`src/rtl/rng_pkg.sv`:
```
// rng_pkg -- shared definitions for the random-draw block.
//   draw_state_t : draw FSM encoding (IDLE / DRAW / DONE)
//   TAPS_Wn      : default XNOR feedback masks for common LFSR widths
//   TRY_W        : width of the rejection-sampling try counter
package rng_pkg;

  typedef enum logic [1:0] {
    IDLE = 2'd0,
    DRAW = 2'd1,
    DONE = 2'd2
  } draw_state_t;

  localparam logic [3:0]  TAPS_W4  = 4'b1100;
  localparam logic [7:0]  TAPS_W8  = 8'hB8;
  localparam logic [15:0] TAPS_W16 = 16'hB400;
  localparam logic [31:0] TAPS_W32 = 32'h80200003;

  // Large enough for any attempt limit up to 255.
  localparam int TRY_W = 8;

endpackage

```
`src/rtl/lfsr_core.sv`:
```
// lfsr_core -- Fibonacci LFSR with XNOR feedback, seed load and step control.
//   clk    in  clock
//   reset  in  asynchronous, active-high reset (state -> 0)
//   step   in  advance the register by one shift this cycle
//   load   in  load seed this cycle (wins over step)
//   seed   in  seed value; all-ones is replaced by all-zeros
//   state  out current register contents
module lfsr_core
  import rng_pkg::*;
#(
  parameter int               WIDTH = 16,
  parameter logic [WIDTH-1:0] TAPS  = TAPS_W16
) (
  input  logic             clk,
  input  logic             reset,
  input  logic             step,
  input  logic             load,
  input  logic [WIDTH-1:0] seed,
  output logic [WIDTH-1:0] state
);

  logic [WIDTH-1:0] tapped;
  logic             fb;
  logic [WIDTH-1:0] seed_clean;
  logic [WIDTH-1:0] shifted;

  genvar gi;
  generate
    for (gi = 0; gi < WIDTH; gi++) begin : g_tap
      assign tapped[gi] = state[gi] & TAPS[gi];
    end
  endgenerate

  // XNOR feedback: all-zeros is a legal state, all-ones is the lockup state.
  assign fb      = ~(^tapped);
  assign shifted = {state[WIDTH-2:0], fb};

  // A lockup seed would freeze the register, so it is mapped onto the
  // all-zeros state, which is the natural start of the sequence.
  assign seed_clean = (seed == {WIDTH{1'b1}}) ? '0 : seed;

  always_ff @(posedge clk or posedge reset) begin
    if (reset) begin
      state <= '0;
    end else if (load) begin
      state <= seed_clean;
    end else if (step) begin
      state <= shifted;
    end
  end

endmodule

```
`src/rtl/rng_draw.sv`:
```
// rng_draw -- bounded random-number draw using rejection sampling on an LFSR.
//   clk        in  clock
//   reset      in  asynchronous, active-high reset
//   enable     in  free-run step request while idle
//   seed_load  in  load seed into the LFSR this cycle
//   seed       in  seed value (WIDTH)
//   req        in  draw request, sampled only while idle
//   limit      in  exclusive upper bound (OUT_W); 0 selects the full range
//   busy       out high while a draw is in progress or being reported
//   valid      out one-cycle result pulse
//   rand_out   out drawn value, held until the next valid
//   timeout    out one-cycle pulse alongside valid when the try limit ran out
//   state_out  out current LFSR state (WIDTH)
module rng_draw
  import rng_pkg::*;
#(
  parameter int               WIDTH     = 16,
  parameter logic [WIDTH-1:0] TAPS      = TAPS_W16,
  parameter int               OUT_W     = 4,
  parameter int               MAX_TRIES = 8
) (
  input  logic             clk,
  input  logic             reset,
  input  logic             enable,
  input  logic             seed_load,
  input  logic [WIDTH-1:0] seed,
  input  logic             req,
  input  logic [OUT_W-1:0] limit,
  output logic             busy,
  output logic             valid,
  output logic [OUT_W-1:0] rand_out,
  output logic             timeout,
  output logic [WIDTH-1:0] state_out
);

  localparam logic [TRY_W-1:0] LAST_TRY = TRY_W'(MAX_TRIES - 1);

  draw_state_t      fsm;
  draw_state_t      fsm_next;
  logic [TRY_W-1:0] tries;
  logic [TRY_W-1:0] tries_next;
  logic [OUT_W-1:0] lim_q;
  logic [OUT_W-1:0] lim_next;
  logic [OUT_W-1:0] rand_next;
  logic             valid_next;
  logic             timeout_next;
  logic             step;
  logic [OUT_W-1:0] cand;
  logic             accept;

  lfsr_core #(
    .WIDTH (WIDTH),
    .TAPS  (TAPS)
  ) u_lfsr (
    .clk   (clk),
    .reset (reset),
    .step  (step),
    .load  (seed_load),
    .seed  (seed),
    .state (state_out)
  );

  // The candidate is taken from the state before this cycle's shift.
  assign cand   = state_out[OUT_W-1:0];
  assign accept = (lim_q == '0) || (cand < lim_q);
  assign busy   = (fsm != IDLE);

  always_comb begin
    fsm_next     = fsm;
    tries_next   = tries;
    lim_next     = lim_q;
    rand_next    = rand_out;
    valid_next   = 1'b0;
    timeout_next = 1'b0;
    step         = 1'b0;

    unique case (fsm)
      IDLE: begin
        step = enable;
        if (req) begin
          fsm_next   = DRAW;
          lim_next   = limit;
          tries_next = '0;
        end
      end

      DRAW: begin
        step = 1'b1;
        if (accept) begin
          rand_next  = cand;
          valid_next = 1'b1;
          fsm_next   = DONE;
        end else if (tries == LAST_TRY) begin
          // Out of attempts: report a zero result flagged as a timeout.
          rand_next    = '0;
          valid_next   = 1'b1;
          timeout_next = 1'b1;
          fsm_next     = DONE;
        end else begin
          tries_next = tries + 1'b1;
        end
      end

      DONE: begin
        // valid/timeout were registered on entry, so they are high for
        // exactly this one cycle.
        fsm_next = IDLE;
      end

      default: begin
        fsm_next = IDLE;
      end
    endcase
  end

  always_ff @(posedge clk or posedge reset) begin
    if (reset) begin
      fsm      <= IDLE;
      tries    <= '0;
      lim_q    <= '0;
      rand_out <= '0;
      valid    <= 1'b0;
      timeout  <= 1'b0;
    end else begin
      fsm      <= fsm_next;
      tries    <= tries_next;
      lim_q    <= lim_next;
      rand_out <= rand_next;
      valid    <= valid_next;
      timeout  <= timeout_next;
    end
  end

endmodule

```
`config.mk`:
```
export PLATFORM = sky130hd
export DESIGN_NAME = rng_draw
export DESIGN_NICKNAME = d
export VERILOG_FILES = /design/src/rtl/rng_pkg.sv /design/src/rtl/lfsr_core.sv /design/src/rtl/rng_draw.sv
export SDC_FILE = /design/constraint.sdc
export NUM_CORES = 1
export LEC_CHECK = 0
export ABC_AREA = 1
export BUFFER_PORTS_ARGS = -buffer_cell sky130_fd_sc_hd__buf_2
export CELL_PAD_IN_SITES_DETAIL_PLACEMENT = 0
export CELL_PAD_IN_SITES_GLOBAL_PLACEMENT = 1
export CORE_MARGIN = 2
export CORE_UTILIZATION = 38
export CTS_CLUSTER_DIAMETER = 200
export DETAILED_ROUTE_END_ITERATION = 12
export GPL_TIMING_DRIVEN = 0
export HOLD_SLACK_MARGIN = 0.1
export PLACE_DENSITY = 0.77
export SYNTH_ARGS = -nofsm -noshare
export SYNTH_HDL_FRONTEND = slang
export SYNTH_SLANG_ARGS = --single-unit
```
`constraint.sdc`:
```
create_clock -name clk -period 1.8 [get_ports clk]
set_input_delay 0.36 -clock clk [delete_from_list [all_inputs] [get_ports clk]]
set_output_delay 0.36 -clock clk [all_outputs]
set_load 0.1 [all_outputs]
```
Yosys cells after proc, flatten, opt, wreduce, memory -nomap -nowiden --
Index checks and enable logic that the tools add are counted.
Storage, ports and cells: bits in registers 36, latch bits 0, memory bits (writable) 0, memory bits (read-only) 0, bits of input ports 25, output and inout port bits 23, word-level logic and storage cells 48, memories 0
Cells by class: $add $sub $neg 1, multipliers 0, divide/modulo/power cells 0, magnitude comparators 1, equal/unequal tests 7, shift operators 0, muxes and demuxes 19, bitwise operators 1, reductions and logical operators 12
Operators by type and width (number):
- 16-bit two-way mux | 3
- 8-bit two-way mux | 3
- 16-bit equality test (second input constant) | 1
- 8-bit one-hot mux with 2 select lines | 1
- 16-bit parity | 1
- 8-bit by 1-bit adder with 8-bit output (second input constant) | 1
- 8-bit by 3-bit equality test with 1-bit output (second input constant) | 1
- 4-bit two-way mux | 2
- 2-bit nonzero test | 4
- 2-bit two-way mux | 3
- 2-bit inequality test (second input constant) | 3
- 2-bit AND reduction | 3
- 1-bit two-way mux | 5
- 4-bit zero test | 1
- 4-bit less-than comparator | 1
- 2-bit one-hot mux with 2 select lines | 1
- 4-bit AND reduction | 1
- 3-bit inequality test (second input constant) | 1
- 2-bit by 1-bit equality test with 1-bit output (second input constant) | 1
- 2-bit zero test | 1
- 1-bit one-hot mux with 2 select lines | 1
- 1-bit logical OR | 1
- 1-bit NOT | 1

Depth between registers and ports, before layout --
Gate-level depths: netlist of the first run.
depth after elaboration 4, gate-level depth with buffers 11, depth with buffers taken out 11

Hierarchy --
From an unflattened synthesis of the first run, not the netlist that was laid out.
Unflattened totals: cell total of the unflattened synthesis 306, area, all modules 2113.3 sq um
Modules (own cells, without submodules):
- rng_draw | instances 1, cells an instance 147, area an instance 1093.5 sq um, seq. area each 500.5 sq um
- lfsr_core | instances 1, cells an instance 159, area an instance 1019.7 sq um, seq. area each 400.4 sq um

Worst setup path after synthesis of the first run --
OpenSTA, ideal clock, no wires.
kind reg-to-reg, start point reg u_lfsr.state[3], end point reg tries[2], setup time 0.066 ns, arrival 1.999 ns, setup slack -0.265 ns, cell stages (with the launch flop) 9, buffers on the path 0, period minus slack after synthesis 2.065 ns, cell sequence dfrtp_1 ha_1 a21oi_1 nand2_1 nand2_1 nand2_1 nand2_2 nand2_1 nand2_1
Between the ends: cells in the longest elaborated chain, start to end 4
RTL lines:
- start: declaration | RTL line lfsr_core.sv:19 | output logic [WIDTH-1:0] state
- start signal: assignment | RTL line lfsr_core.sv:46 | state <= seed_clean;
- start signal: assignment | RTL line lfsr_core.sv:48 | state <= shifted;
- 4-bit less-than comparator | RTL line rng_draw.sv:65 | assign accept = (lim_q == '0) || (cand < lim_q);
- 1-bit logical OR | RTL line rng_draw.sv:65
- 2-bit inequality test (no line)
- 4-bit AND reduction (no line)
- end signal: assignment | RTL line rng_draw.sv:126 | tries <= tries_next;
- end: declaration | RTL line rng_draw.sv:40 | logic [TRY_W-1:0] tries;
No other way between the ends. A chain may end at the register's enable or synchronous reset.

Worst setup path in the final report of the first run --
start point reg fsm[1], end point out busy
Between the ends: cells in the longest elaborated chain, start to end 1
RTL lines:
- start: declaration | RTL line rng_draw.sv:38 | draw_state_t fsm;
- start signal: assignment | RTL line rng_draw.sv:125 | fsm <= fsm_next;
- 2-bit nonzero test | RTL line rng_draw.sv:66 | assign busy = (fsm != IDLE);
- end: declaration | RTL line rng_draw.sv:29 | output logic busy,
No other way between the ends.

==> metrics.md, run 1 <==
| Metric | Value |
|---|---|
| Status | finished, final reports clean |
| CP max-delay cell | dfrtp_1 |
| GRT busiest layer | met2 |
| Ys Warns | 0 |
| Ant diodes | 0 |
| Register area share after synthesis | 0.477 |
| Critical Path RT | 1.44 ns |
| Reg-to-reg setup timing slack | roughly 0.21 ns |
| DR vias/cell | about 4.8 |
| Number of synthesized register bits | 36 |
| Cell breakdown of the critical path | nor2_1, inv_1, buf_2 |
| Rows | 25 |
| Worst setup path startpoint | fsm[1] |
| Hold/Removal Path Class | in2async |
| CORE AREA | between 0.004 and 0.005 mm2 |
| Crit Path Max Fanout | 3 |
| Avg Cell Area, Syn | 7.93 um2 |
| Fraction of layout cells with a size suffix above 1 | 0.250 |
| Largest delay contributor family on the critical path | buffers and inverters |
| Post-Synthesis Cells | approximately 240 |
| Vias in the first global route | between 1500 and 2000 |
| Met1 GRT Util | 0.236 |
| TritonCTS clock tree | yes |
| Crit Path Category | reg2out |
| Unique masters post-synth | 23 |
| Drt first pass iters | 4 |
| RSZ-0062 raised after global routing | false |
| Final nets | 320 |
| CTS sink count | 36 |
| H-Tree Depth | 2 |
| Slew HR | 0.488 |
| Antenna viol nets, final | 0 |
| Initial Util | 0.397 |
| Commonest non-fill, non-tap cell in the layout | nand2_1 |
| Crit path buf inv count | 2 |
| Largest stage delay, worst path | between 0.4 and 0.5 ns |
| Ports | 48 |
| Per-cell routed wire length | ~12 um |
| Met3 usage | 0.0407 |
| CTS root buf | clkbuf_8 |
| Met2 usage | 0.279 |
| GR Util All Layers | 0.175 |
| DRC Markers | 0 |
| Layout fillers | 478 |
| Final setup fails | 0 |
| Via count | approximately 1700 |
| Fin crit period | ~1.6 ns |
| Commonest non-fill, non-tap cells in the layout | nand2_1, buf_2, a21oi_1 |
| Largest net degree at the start of global routing | 37 |
| Synth Cell Area | about 0.0019 mm2 |
| First-pass GRT wire length | 7430 um |
| Die extent in x | 74.5 um |
| HPWL Detailed | approximately 3200 um |
| Gpl congestion | about 0.75 |
| Clk_lat worst skew | roughly 0.29 ns |
| Count of pins over their slew limit | 0 |
| Hold slack | a little over 0.2 ns |
| Final hold violation count | 0 |
| Max Fclk | approximately 620 MHz |
| Chip height | between 70 and 80 um |
| Final wirelength | approximately 4500 um |
| DRT iter0 DRCs | 83 |
| Reg-to-Reg Start | u_lfsr.state[3] |
| Net count after synthesis | roughly 270 |
| Port Buf Inserts | between 40 and 50 |
| Die ar. | 0.00555 mm2 |
| Max cap viols | 0 |
| Initial antenna violation count | 0 |
| WP data arrival | approximately 1.3 ns |
| Worst-path clk slew | around 0.080 ns |
| Area Overhead vs Synth | 25.4% |
| CTS Buffer Depth | 2 |
| CP Launch Type | flip-flop |
| GRT overflow | 0 |
| CP Capture Type | primary output |
| Period utilization | 0.896 |
| Setup Skew | approximately 0.005 ns |
| Worst Tran Pin Value | roughly 0.77 ns |
| Num CTS Buffers | 5 |
-- repair_timing --
action	in CTS	in global routing
resized for setup	0	1
endpoints found under the setup margin	0	5
hold buffers	0	0
setup buffers	0	0
-- metrics by stage --
stage	TNS (ns)	cells	instance area, um2	utilization	worst slack, ns
after floorplan	0	238	1890	-	0.0461
after CTS	0	359	2370	0.498	0.124
final	0	359	2370	0.498	0.186
after detailed placement	0	351	2210	0.464	0.151
after global routing	0	359	2370	0.498	0.0755
after global placement	-0.112	351	2210	0.464	-0.0281
-- metal layers --
metal | vias up | share of wire
li1 | 881 | -
met2 | 47 | 0.46
met4 | 0 | 0.012
met1 | 775 | 0.48
met3 | 6 | 0.049
met5 | - | 0
-- kinds of logic after synthesis --
logic type / share of synthesized area
AO/OA/AOI/OAI: 0.0954
XOR/XNOR: 0.0278
adder cells (fa/ha/maj): 0.0265
buffers and inverters: 0.0716
flip-flops: 0.477
multiplexers: 0.00596
AND/OR/NAND/NOR: 0.296
-- synthesized netlist by cell type --
cell,n,area share
a21oi_1,35,0.093
buf_2,3,0.0079
buf_6,2,0.012
clkbuf_1,1,0.0020
clkinv_1,1,0.0020
dfrtp_1,36,0.48
ha_1,4,0.027
inv_1,22,0.044
inv_2,2,0.0040
mux2_2,1,0.0060
nand2_1,51,0.10
nand2_2,1,0.0033
nand3_1,29,0.077
nand3b_1,5,0.020
nand4_1,4,0.013
nor2_1,30,0.060
nor2_2,1,0.0033
nor2_4,1,0.0060
nor3_4,1,0.0086
o21ai_1,1,0.0026
or2_2,1,0.0033
xnor2_1,1,0.0046
xor2_1,5,0.023
-- final cells by class --
class,instances,area [um2],share of cell area
well taps,67,83.8,0.0354
inverters,25,93.8,0.0396
repair buffers,46,230,0.0972
plain buffers,6,41.3,0.0174
clock buffers,5,68.8,0.0291
multi-input cells,171,855,0.361
clock inverters,3,90.1,0.0380
flip-flops and latches,36,906,0.382
-- sequential cells by signal, indices dropped and copies added (netlist names) --
| signal | count |
|---|---|
| u_lfsr.state | 16 |
| tries | 8 |
| lim_q | 4 |
| rand_out | 4 |
| fsm | 2 |
| timeout | 1 |
| valid | 1 |
-- final timing paths --
| path | cells past startpoint | end |
|---|---|---|
| setup / recovery | 3 | busy |
| hold / removal | 2 | tries[1] |
| setup reg to reg | 8 | tries[7] |
| hold reg to reg | 2 | rand_out[2] |
| max in group asynchronous | 2 | u_lfsr.state[2] |
| min in group clk | 2 | lim_q[0] |
-- worst register-to-register path: stages (launching register included) --
cell     delay [ns]
dfrtp_2        0.45
ha_1           0.32
a21oi_1        0.14
nand2_1        0.09
nand2_2        0.14
nand2_1        0.09
nand2_2        0.17
nand2_1        0.07
nand2_1        0.07
Power of run 1 is not shown: default switching activity piles up to over one toggle a cycle in this logic, so the estimate is an artifact.
==> run 2, diff against run 1 <==
- BUFFER_PORTS_ARGS: -buffer_cell sky130_fd_sc_hd__buf_2 -> unset
- CORE_UTILIZATION: 38 -> 45
- DONT_BUFFER_PORTS: unset -> 1
- PLACE_DENSITY: 0.77 -> 0.76
==> metrics.md, run 2 (synthesis results as in run 1) <==
| Metric | Value |
|---|---|
| Status | finished, final reports clean |
| Fin crit period | 1.72 ns |
| Final setup fails | 0 |
| # Post-CTS Setup Buffers | 0 |
| DRC Markers | 0 |
| Gpl congestion | 0.781 |
| Vias in the first global route | 1595 |
| Max cap viols | 0 |
| Largest net degree at the start of global routing | 21 |
| Per-cell routed wire length | 14.1 um |
| Reg-to-reg setup timing slack | around 0.081 ns |
| DRT iter0 DRCs | around 130 |
| CTS root buf | clkbuf_8 |
| First-pass GRT wire length | between 7000 and 8000 um |
| Layout fillers | 381 |
| Critical Path RT | between 1.5 and 2 ns |
| Hold/Removal Path Class | in2async |
| Final hold violation count | 0 |
| Ant diodes | 0 |
| Initial antenna violation count | 0 |
| CORE AREA | roughly 0.0040 mm2 |
| Crit Path Max Fanout | 6 |
| Chip height | ~69 um |
| Num CTS Buffers | 5 |
| CP Launch Type | flip-flop |
| Max layer used | met4 |
| Max Fclk | slightly below 600 MHz |
| Final wirelength | around 4200 um |
| CP max-delay cell | dfrtp_4 |
| Met3 wire len | roughly 270 um |
| Worst-path clk slew | approximately 0.07 ns |
| Setup Skew | approximately 0.0035 ns |
| TritonCTS clock tree | yes |
| Crit path buf inv count | 1 |
| Crit Path Category | reg2reg |
| Count of pins over their slew limit | 0 |
| Critical Path Most Common Cell | nand2_1 |
| Hold slack | just over 0.09 ns |
| Cell breakdown of the critical path | ha_1, nand2_1, inv_1, nand2_1, nand2_2, nand3b_1, nand2_1, nand2_1, nand2_1 |
| Largest stage delay, worst path | between 0.6 and 0.7 ns |
| Largest delay contributor family on the critical path | flip-flops |
| Final nets | approximately 280 |
| Initial Util | 0.469 |
| Via count | 1537 |
| Port Buf Inserts | 0 |
| CP Capture Type | flip-flop |
| M1 wire length | just under 2000 um |
| Setup tns final | 0 ns |
| FF/Latch Area | 918 um2 |
| Antenna viol nets, final | 0 |
| H-Tree Depth | 2 |
| Period utilization | 0.955 |
| Drt first pass iters | 4 |
| Rows | 23 |
| Worst Tran Pin Value | 0.940 ns |
| HPWL Detailed | between 3000 and 4000 um |
| GRT overflow | 0 |
| Ports | 48 |
| Largest Register | u_lfsr.state |
| Commonest non-fill, non-tap cell in the layout | nand2_1 |
| Fraction of layout cells with a size suffix above 1 | 0.145 |
| DR WL met2 | between 1500 and 2000 um |
| CTS Buffer Depth | 2 |
| DR vias/cell | around 5.2 |
| Max reg flops | 16 |
| WP data arrival | approximately 1.9 ns |
| GR Util All Layers | 0.204 |
| Area Overhead vs Synth | 13.7% |
| Clk_lat worst skew | 0.28 ns |
| Multi-input logic area | 908 um2 |
| Slew HR | 0.374 |
| Commonest non-fill, non-tap cells in the layout | nand2_1, a21oi_1, nor2_1, nand3_1, dfrtp_1 |
| RSZ-0062 raised after global routing | true |
| Die extent in x | ~69 um |
| Largest registers | u_lfsr.state: 16 flops, tries: 8 flops |
| Die ar. | between 0.004 and 0.005 mm2 |
| CTS sink count | 36 |
[run 2: cell types whose count changed in the layout (fill, tap and decap cells not counted), sizes merged]
cell,change
buf,-45
bufinv,-3
clkbuf,+3
clkinvlp,+1
inv,-1
nand2,+1
[run 2: path summary, 6_finish.rpt]
check,from,end,cells after the start
max in group asynchronous,reset,u_lfsr.state[3],2
setup reg to reg,u_lfsr.state[2],rand_out[3],9
hold / removal,reset,u_lfsr.state[14],1
min in group clk,seed[7],u_lfsr.state[7],2
hold reg to reg,tries[7],tries[7],2
setup / recovery,u_lfsr.state[2],rand_out[3],9
[run 2: what timing repair did]
item                                    in CTS  in global routing
resized for setup                           10                  7
endpoints found under the setup margin      11                 14
hold buffers                                 0                  0
gates cloned                                 0                  1
pin swaps                                    0                  1
[run 2: cell type report]
cell class | count | area share
repair buffers | 1 | 0.0128
clock buffers | 8 | 0.0420
multi-input cells | 172 | 0.423
plain buffers | 6 | 0.0192
inverters | 25 | 0.0455
well taps | 50 | 0.0292
flip-flops and latches | 36 | 0.428
[run 2: through the flow]
stage / std cells / utilization / setup WS, ns / cell area [um2]
floorplan: 238 / - / 0.0461 / 1890
global placement: 288 / 0.485 / -0.166 / 1960
detailed placement: 289 / 0.492 / -0.156 / 1980
CTS: 297 / 0.523 / 0.0251 / 2110
global route: 298 / 0.533 / -0.0220 / 2150
finish: 298 / 0.533 / 0.0813 / 2150
[run 2: per-layer routing]
layer,vias to the layer above,global-route usage
li1,790,-
met1,703,0.253
met2,42,0.340
met3,2,0.0633
met4,0,0.0588
met5,-,0
Power of run 2 is left out for the same reason.
==> run 3, diff against run 2 <==
- CORE_UTILIZATION: 45 -> 44
- SYNTH_HIERARCHICAL: unset -> 1
==> metrics.md, run 3 <==
| Metric | Value |
|---|---|
| GRT overflow | 0 |
| Hold slack | between 0.09 and 0.1 ns |
| Per-cell routed wire length | 13.2 um |
| Largest Register | u_lfsr/state |
| Ys Warns | 6 |
| Final core occ | 0.530 |
| Worst-path clk slew | 0.08 ns |
| CP Capture Type | flip-flop |
| Gpl congestion | between 0.7 and 0.8 |
| Chip height | 73.3 um |
| Status | finished, final reports clean |
| CP Launch Type | flip-flop |
| Top FF cell, synth | dfrtp_1 |
| Hold/Removal Path Class | in2async |
| Port Buf Inserts | 0 |
| DRC Markers | 0 |
| Final wirelength | just under 5000 um |
| Max reg flops | 16 |
| Count of pins over their slew limit | 0 |
| TritonCTS clock tree | yes |
| Crit path buf inv count | 0 |
| Commonest non-fill, non-tap cell in the layout | nand2_1 |
| Fraction of layout cells with a size suffix above 1 | 0.174 |
| Post-synthesis async set-or-reset flop share | 1.00 |
| Max Fclk | 567 MHz |
| Fin crit period | 1.76 ns |
| Largest delay contributor family on the critical path | simple AND/OR/NAND/NOR gates |
| Area Overhead vs Synth | 17.7% |
| Crit Path Max Fanout | 6 |
| H-Tree Depth | 2 |
| CP max-delay cell | dfrtp_4 |
| Setup Skew | ~0.0095 ns |
| Avg Cell Area, Syn | a little under 7 um2 |
| GR Util All Layers | 0.193 |
| Ports | 48 |
| Layout fillers | 509 |
| Initial Util | 0.450 |
| First-pass GRT wire length | 8050 um |
| Die extent in x | about 73 um |
| DRT iter0 DRCs | 92 |
| Largest stage delay, worst path | 0.64 ns |
| Worst Tran Pin Value | around 1 ns |
| Slew HR | 0.326 |
| Final nets | about 350 |
| Cell breakdown of the critical path | ha_4, nand2_2, nand2_2, nand2_2, nand2_4, nand2_8, nand2_8, nand2_8, nand2_2, nand2_1 |
| Initial antenna violation count | 0 |
| Reg2reg path depth | 10 |
| Final setup fails | 0 |
| CTS sink count | 36 |
| WP data arrival | a little under 2 ns |
| Clk_lat worst skew | just under 0.3 ns |
| Top cells by count, synth | nand2_1, inv_1, nor2_1, dfrtp_1, a21oi_1 |
| Drt first pass iters | 4 |
| RSZ-0062 raised after global routing | true |
| Critical Path RT | 1.98 ns |
| Num CTS Buffers | 5 |
| Setup tns final | 0 ns |
| Register area share after synthesis | 0.426 |
| Net count after synthesis | roughly 340 |
| Largest registers | u_lfsr/state: 16 flops, tries: 8 flops |
| Die ar. | approximately 0.0054 mm2 |
| Ant diodes | 0 |
| Via count | between 1500 and 2000 |
| Antenna viol nets, final | 0 |
| Most frequent cell after synthesis | nand2_1 |
| Period utilization | 0.981 |
| Leading area contributor after synthesis | dfrtp_1 |
| Largest net degree at the start of global routing | 21 |
| CTS Buffer Depth | 2 |
| Critical path depth | 10 |
| Unique masters post-synth | 26 |
| Crit Path Category | reg2reg |
| HPWL Detailed | approximately 3400 um |
| Max cap viols | 0 |
| DR vias/cell | slightly below 5 |
| Post-Synthesis Cells | 306 |
| Number of flops mapped to enable cells by yosys | 0 |
| Rows | 25 |
| Vias in the first global route | ~1700 |
| Final hold violation count | 0 |
| CORE AREA | about 0.0047 mm2 |
| Commonest non-fill, non-tap cells in the layout | nand2_1, inv_1, nor2_1 |
| Synth Cell Area | roughly 0.0021 mm2 |
| Critical Path Most Common Cell | nand2_2 |
| Synth top area share | 0.426 |
| Synth top area cells | dfrtp_1, nand2_1, inv_1 |
| CTS root buf | clkbuf_8 |
| Number of synthesized register bits | 36 |
run 3: cell types whose count changed after synthesis, moves of 3 or more:
cell / before / now
nand2_2: 1 / 4
xor2_1: 5 / 1
nor2_1: 30 / 37
inv_1: 22 / 43
nand3_1: 29 / 18
o21ai_0: 0 / 14
nand3b_1: 5 / 0
a21oi_1: 35 / 21
nand2_1: 51 / 102
nor3_1: 0 / 3
run 3: cells by family after synthesis:
kind of cell    Yosys count  synth area share
compound gates           37            0.0888
xor+xnor                  2           0.00829
fa+ha+maj                 4            0.0237
buf+inv                  53             0.103
flops                    36             0.426
simple gates            174             0.350
run 3: layout make-up:
type / instances / area, um2 / area share
Buffer: 7 / 46.3 / 0.0186
Multi-Input combinational cell: 219 / 1140 / 0.458
Clock inverter: 1 / 7.51 / 0.00302
Clock buffer: 7 / 86.3 / 0.0347
Inverter: 46 / 173 / 0.0694
Tap cell: 54 / 67.6 / 0.0272
Timing Repair Buffer: 5 / 52.6 / 0.0211
Sequential cell: 36 / 916 / 0.368
run 3: worst paths after layout:
check                           startpoint  slack (ns)              end
setup / recovery           u_lfsr/state[1]        0.04         tries[0]
hold / removal                       reset         0.1         tries[1]
setup reg to reg           u_lfsr/state[1]        0.04         tries[0]
hold reg to reg                   tries[1]        0.54         tries[1]
max in group asynchronous            reset        0.71  u_lfsr/state[1]
min in group clk                  limit[3]        0.23         lim_q[3]
run 3: what timing repair did:
item                                    in CTS  in global routing
hold buffers                                 1                  0
setup buffers                                0                  4
endpoints found under the setup margin       9                 25
hold endpoints to repair                    16                  0
gates cloned                                 0                  2
pin swaps                                    0                 10
gates resized for setup                      7                 24
run 3: through the flow:
stage | setup WS [ns] | area (um2) | instances
after floorplan | 0.0683 | 2120 | 306
after global placement | -0.156 | 2190 | 360
after detailed placement | -0.158 | 2190 | 360
after CTS | 0.0142 | 2320 | 369
after global routing | -0.0314 | 2490 | 375
final | 0.0351 | 2490 | 375
run 3: metal layers:
layer	GRT usage	wire length, um	vias to the layer above
met1	0.259	2360	851
met3	0.0576	224	6
li1	-	-	974
met4	0.0485	55	0
met5	0	0	-
met2	0.305	2320	33
Power of run 3 is left out for the same reason.
